$ cat src/rtl/sdram_req_arbiter.sv
// Purpose: round-robin arbiter that merges two single-word clients onto the sdram_controller write/read ports.
// Latency: controller request rises two edges after the client is first sampled; client ack follows controller ack by one edge.
// Backpressure: one command in flight; clients hold req until a one-cycle ack; a silent controller is aborted by timeout.
module sdram_req_arbiter #(
   parameter int ADDR_W         = 22,
   parameter int DATA_W         = 16,
   parameter int TIMEOUT_CYCLES = 1024
) (
   input  logic              iclk,
   input  logic              ireset_n,
   // client A
   input  logic              ia_req,
   input  logic              ia_we,
   input  logic [ADDR_W-1:0] ia_address,
   input  logic [DATA_W-1:0] ia_wdata,
   output logic              oa_ack,
   output logic              oa_err,
   output logic [DATA_W-1:0] oa_rdata,
   // client B
   input  logic              ib_req,
   input  logic              ib_we,
   input  logic [ADDR_W-1:0] ib_address,
   input  logic [DATA_W-1:0] ib_wdata,
   output logic              ob_ack,
   output logic              ob_err,
   output logic [DATA_W-1:0] ob_rdata,
   // controller write port
   output logic              owrite_req,
   output logic [ADDR_W-1:0] owrite_address,
   output logic [DATA_W-1:0] owrite_data,
   input  logic              iwrite_ack,
   // controller read port
   output logic              oread_req,
   output logic [ADDR_W-1:0] oread_address,
   input  logic [DATA_W-1:0] iread_data,
   input  logic              iread_ack,
   // sticky timeout flag
   output logic              oerror
);

   localparam int CNT_W = $clog2(TIMEOUT_CYCLES);
   localparam logic [CNT_W-1:0] CNT_MAX = CNT_W'(TIMEOUT_CYCLES - 1);

   typedef enum logic [1:0] {
      S_IDLE    = 2'd0,
      S_ISSUE   = 2'd1,
      S_RELEASE = 2'd2
   } state_t;

   state_t            state_q;
   state_t            state_d;

   // arbitration and command context
   logic              last_b_q;     // 1: B was served most recently
   logic              gnt_b_q;      // client owning the current command
   logic              cmd_we_q;
   logic [ADDR_W-1:0] cmd_addr_q;
   logic [DATA_W-1:0] cmd_wdata_q;
   logic [CNT_W-1:0]  cnt_q;

   // combinational decisions
   logic              grant_a;
   logic              grant_b;
   logic              ack_match;
   logic              timeout;
   logic              done;

   // next values of the registered outputs
   logic              wr_req_d;
   logic              rd_req_d;
   logic              a_ack_d;
   logic              b_ack_d;
   logic              a_err_d;
   logic              b_err_d;
   logic              err_set;
   logic              rd_load_a;
   logic              rd_load_b;

   // On a tie the client that was not served last wins; a lone requester always wins.
   assign grant_a   = ia_req & (~ib_req | last_b_q);
   assign grant_b   = ib_req & (~ia_req | ~last_b_q);

   // Only the ack of the port we are driving counts; the other port's ack is noise.
   assign ack_match = cmd_we_q ? iwrite_ack : iread_ack;
   assign timeout   = (cnt_q == CNT_MAX);
   assign done      = ack_match | timeout;

   // State register.
   always_ff @(posedge iclk or negedge ireset_n) begin
      if (!ireset_n) begin
         state_q <= S_IDLE;
      end else begin
         state_q <= state_d;
      end
   end

   // Next-state logic: IDLE -> ISSUE on any request, ISSUE -> RELEASE on ack or timeout, RELEASE -> IDLE.
   always_comb begin
      state_d = state_q;
      case (state_q)
         S_IDLE:    if (ia_req || ib_req) state_d = S_ISSUE;
         S_ISSUE:   if (done)             state_d = S_RELEASE;
         S_RELEASE:                       state_d = S_IDLE;
         default:                         state_d = S_IDLE;
      endcase
   end

   // Output decode: next values for the registered controller requests and client responses.
   always_comb begin
      wr_req_d  = 1'b0;
      rd_req_d  = 1'b0;
      a_ack_d   = 1'b0;
      b_ack_d   = 1'b0;
      a_err_d   = 1'b0;
      b_err_d   = 1'b0;
      err_set   = 1'b0;
      rd_load_a = 1'b0;
      rd_load_b = 1'b0;
      if (state_q == S_ISSUE) begin
         // request stays up until the cycle that completes the command
         wr_req_d  = cmd_we_q  & ~done;
         rd_req_d  = ~cmd_we_q & ~done;
         a_ack_d   = done & ~gnt_b_q;
         b_ack_d   = done &  gnt_b_q;
         // an ack on the timeout edge still counts as a clean completion
         err_set   = timeout & ~ack_match;
         a_err_d   = err_set & ~gnt_b_q;
         b_err_d   = err_set &  gnt_b_q;
         rd_load_a = ack_match & ~cmd_we_q & ~gnt_b_q;
         rd_load_b = ack_match & ~cmd_we_q &  gnt_b_q;
      end
   end

   // Command capture at grant, ISSUE cycle counter, and round-robin history.
   always_ff @(posedge iclk or negedge ireset_n) begin
      if (!ireset_n) begin
         last_b_q    <= 1'b1;
         gnt_b_q     <= 1'b0;
         cmd_we_q    <= 1'b0;
         cmd_addr_q  <= '0;
         cmd_wdata_q <= '0;
         cnt_q       <= '0;
      end else begin
         case (state_q)
            S_IDLE: begin
               cnt_q <= '0;
               if (grant_a) begin
                  gnt_b_q     <= 1'b0;
                  cmd_we_q    <= ia_we;
                  cmd_addr_q  <= ia_address;
                  cmd_wdata_q <= ia_wdata;
               end else if (grant_b) begin
                  gnt_b_q     <= 1'b1;
                  cmd_we_q    <= ib_we;
                  cmd_addr_q  <= ib_address;
                  cmd_wdata_q <= ib_wdata;
               end
            end
            S_ISSUE: begin
               // saturate so a stuck timeout condition cannot wrap back to zero
               if (cnt_q != CNT_MAX) cnt_q <= cnt_q + CNT_W'(1);
            end
            S_RELEASE: begin
               last_b_q <= gnt_b_q;
               cnt_q    <= '0;
            end
            default: cnt_q <= '0;
         endcase
      end
   end

   // Registered outputs: controller requests, client ack/err pulses, read data and sticky error.
   always_ff @(posedge iclk or negedge ireset_n) begin
      if (!ireset_n) begin
         owrite_req <= 1'b0;
         oread_req  <= 1'b0;
         oa_ack     <= 1'b0;
         ob_ack     <= 1'b0;
         oa_err     <= 1'b0;
         ob_err     <= 1'b0;
         oa_rdata   <= '0;
         ob_rdata   <= '0;
         oerror     <= 1'b0;
      end else begin
         owrite_req <= wr_req_d;
         oread_req  <= rd_req_d;
         oa_ack     <= a_ack_d;
         ob_ack     <= b_ack_d;
         oa_err     <= a_err_d;
         ob_err     <= b_err_d;
         if (rd_load_a) oa_rdata <= iread_data;
         if (rd_load_b) ob_rdata <= iread_data;
         if (err_set)   oerror   <= 1'b1;
      end
   end

   // Both controller ports see the same latched address; only the raised request gives it meaning.
   assign owrite_address = cmd_addr_q;
   assign oread_address  = cmd_addr_q;
   assign owrite_data    = cmd_wdata_q;

endmodule

$ cat config.mk
export PLATFORM = sky130hd
export DESIGN_NAME = sdram_req_arbiter
export DESIGN_NICKNAME = d
export VERILOG_FILES = /design/src/rtl/sdram_req_arbiter.sv
export SDC_FILE = /design/constraint.sdc
export NUM_CORES = 1
export LEC_CHECK = 0
export CAP_MARGIN = 20
export CORE_UTILIZATION = 38
export DETAILED_ROUTE_END_ITERATION = 7
export PLACE_DENSITY = 0.77
export SYNTH_ARGS = -nofsm -noshare
export SYNTH_HDL_FRONTEND = slang
export SYNTH_SLANG_ARGS = --single-unit
$ cat constraint.sdc
create_clock -name iclk -period 1.6 [get_ports iclk]
set_input_delay 0.48 -clock iclk [delete_from_list [all_inputs] [get_ports iclk]]
set_output_delay 0.48 -clock iclk [all_outputs]
set_load 0.1 [all_outputs]
==> results_tabular.tex <==
\begin{tabular}{lr}
\hline
Metric & Value \\
\hline
\multicolumn{2}{l}{\textbf{Clock network}} \\
\quad CTS sink count & 92 \\
\quad Source-to-sink clock delay at the later pin of the worst-skew pair & 330 ps \\
\quad TritonCTS buffer count & 9 \\
\quad TritonCTS clock tree & built \\
\quad Root Buffer & clkbuf\_16 \\
\quad H-tree depth & 3 \\
\quad Clock edge transition at the registers on the reported setup and hold paths & 70 ps \\
\quad Number of buffers inserted by hold repair at cts & 0 \\
\quad Max Buffers Root-to-Sink & 2 \\
\multicolumn{2}{l}{\textbf{Critical path}} \\
\quad Critical path endpoint category & register \\
\quad Class of the most critical setup path & reg -> reg \\
\quad Worst Path Required & 1820 ps \\
\quad Critical-path maximum fanout & 8 \\
\quad Critical path launch point type & register \\
\quad Worst Path Arrival & 1780 ps \\
\multicolumn{2}{l}{\textbf{Route}} \\
\quad Number of vias after detailed routing & 4025 \\
\quad DRC errors left & 0 \\
\quad Routed met1 length & 5.20 mm \\
\quad Routed vias/inst & 5.45 \\
\quad DRT iter0 DRCs & 209 \\
\quad Highest routing layer actually used & met4 \\
\quad Met3 layer wire length in the routed design & 1.04 mm \\
\quad Router iterations before antenna repair & 5 \\
\quad Wire length after detailed routing & 13.4 mm \\
\quad Met2 routed wirelength & 7.00 mm \\
\quad WL/cell & 18.2 um \\
\quad Final antenna-violating net count & 0 \\
\multicolumn{2}{l}{\textbf{STA}} \\
\quad Final setup violation count & 0 \\
\quad Final slew viol count & 0 \\
\quad Max\_slew headroom & 67.9\% \\
\quad Slew at the pin closest to its max-slew limit & 482 ps \\
\quad RSZ-0062 raised after global routing & true \\
\quad Worst-case clock skew & 6.19 ps \\
\quad Count of final hold-check violations & 0 \\
\quad Minimum clock period & 1570 ps \\
\quad Smallest hold slack & 185 ps \\
\quad Max Clk Rate & 638 MHz \\
\quad Part of the cycle the worst path needs & 98.0\% \\
\multicolumn{2}{l}{\textbf{Finish}} \\
\quad Util after Layout & 72.3\% \\
\quad Footprint of the flip-flops and latches & 0.00233 mm2 \\
\quad Count of non-filler cells in the finished layout & 738 \\
\quad Number of diodes & 0 \\
\quad Summed area of non-filler cells in the final layout & 0.00798 mm2 \\
\quad Nets@finish & 694 \\
\quad Final-layout fill cell count & 747 \\
\quad Share of final-layout standard cells stronger than drive strength 1 & 36.3\% \\
\quad Growth of design area from synthesis to finish & 82.0\% \\
\quad Combined area of the multi-input logic cells & 0.00183 mm2 \\
\multicolumn{2}{l}{\textbf{Synth}} \\
\quad Area of the mapped netlist & 0.00438 mm2 \\
\quad Synthesis-stage register bit count & 92 \\
\quad Yosys warning total & 0 \\
\quad Async set or reset register ratio after synthesis & 100\% \\
\quad Seq/Total Area, Yosys & 52.6\% \\
\quad Number of enable flip-flop cells after synthesis & 0 \\
\quad Most frequently used flop master after synthesis & dfrtp\_1 \\
\quad Per-instance average area after synthesis & 10.7 um2 \\
\quad Post-synthesis instance total & 410 \\
\quad Distinct cell type count after synthesis & 38 \\
\quad Synth Net Count & 511 \\
\multicolumn{2}{l}{\textbf{Worst hold path}} \\
\quad Type of the tightest min-delay check & in -> async \\
\multicolumn{2}{l}{\textbf{Place}} \\
\quad Weighted congestion reported at the end of routability-driven placement & 0.829 \\
\quad Area after DPL & 0.00754 mm2 \\
\quad Placed instance count & 720 \\
\quad IO buf count & 198 \\
\quad Post-DP HPWL & 9.85 mm \\
\multicolumn{2}{l}{\textbf{Floorplanning}} \\
\quad Initial standard-cell utilization of the core & 39.7\% \\
\quad Floorplan die height & 109 um \\
\quad Num ports & 199 \\
\quad Core outline area & 0.0110 mm2 \\
\quad Number of cell rows & 38 \\
\quad Horizontal die dimension & 109 um \\
\quad Die area & 0.0120 mm2 \\
\multicolumn{2}{l}{\textbf{Global routing}} \\
\quad Largest net degree at the start of global routing & 93 \\
\quad Total global-route track usage & 22.5\% \\
\quad Global route total overflow & 0 \\
\quad Via count of the first global-routing pass & 4133 \\
\quad Wire length of the first global-routing pass & 20.7 mm \\
\quad Antenna violations before repair & 0 \\
\multicolumn{2}{l}{\textbf{Run}} \\
\quad Number of max-capacitance violations reported & 0 \\
\multicolumn{2}{l}{\textbf{Outcome}} \\
\quad Outcome & completed \\
\hline
\end{tabular}
-- Yosys cell counts (3+ instances only) --
master	count	share of area, %
a21oi_1	42	4.8
a31oi_1	42	6.0
buf_2	4	0.46
buf_4	23	3.9
clkbuf_1	28	2.4
dfrtp_1	91	52
inv_1	4	0.34
mux2_2	31	8.0
mux2i_1	4	0.91
nand2_1	8	0.69
nand3_1	3	0.34
nand3b_1	39	6.7
nor2_1	3	0.26
nor3_1	10	1.1
nor4_1	3	0.43
o21ai_0	42	4.8
o21bai_1	3	0.51
-- cells by family (layout without fill, tap and decap cells) --
group | after synthesis | after routing | synth area share, %
simple gates | 84 | 84 | 13.0
fa+ha+maj | 1 | 1 | 0.286
compound gates | 136 | 136 | 17.4
flops | 92 | 92 | 52.6
mux | 36 | 36 | 9.14
buf+inv | 61 | 249 | 7.65
-- metrics by stage --
step	setup TNS [ps]	setup WS, ps
after floorplan	-782	-79.3
after global placement	-19330	-283
after detailed placement	-21920	-336
after CTS	0	6.03
after global routing	-6.08	-3.35
final	0	31.6
-- timing repair --
item,in CTS,in global routing
resized for setup,1,14
buffers inserted,0,1
endpoints found under the setup margin,1,33
pin swaps,0,1
gates cloned,0,1
-- cell type report --
| class | count | area share [%] |
|---|---|---|
| repair buffers | 229 | 41.3 |
| flip-flops and latches | 92 | 29.2 |
| multi-input cells | 257 | 22.9 |
| clock buffers | 10 | 3.00 |
| well taps | 140 | 2.20 |
| clock inverters | 6 | 1.18 |
| inverters | 4 | 0.188 |
-- layout by cell type, fill, tap and decap left out, types with 3 or more instances in the layout --
cell               n
a21oi_1           42
a31oi_1           36
a31oi_2            6
buf_12           104
buf_4             24
clkbuf_16         10
clkdlybuf4s50_1   97
dfrtp_1           69
dfrtp_2           22
inv_1              4
mux2_2            31
mux2i_1            4
nand2_1            8
nand3_1            3
nand3b_1          39
nor3_1             9
o21ai_0           41
o21bai_1           3
-- final timing paths --
kind	start	to	slack (ps)	cells after the start
max	state_q[1]	oa_rdata[6]	30	5
min	ireset_n	cnt_q[5]	180	2
max reg2reg	state_q[1]	oa_rdata[6]	30	5
min reg2reg	last_b_q	last_b_q	530	2
max in group asynchronous	ireset_n	oread_address[17]	1020	2
min in group iclk	last_b_q	last_b_q	530	2
-- per-layer routing --
metal / global-route usage [%] / up-vias
li1: - / 1861
met1: 26.1 / 1951
met2: 41.3 / 195
met3: 4.80 / 18
met4: 6.57 / 0
met5: 0 / -
-- worst max-delay path, cell delays in order (launching register included) --
cell       delay, ps
dfrtp_1          400
nand2b_4         170
nor4b_4          210
buf_4            190
clkbuf_16        160
mux2_2           330
-- registers in the layout, indices dropped and copies added (netlist names), 2 cells and up --
register and count:
state_q 2, owrite_data 16, oread_address 22, oa_rdata 16
ob_rdata 16, cnt_q 10
Power is left out: the tool's default activity adds up to more than one toggle a clock period on the data nets, which glitch-free logic cannot reach.
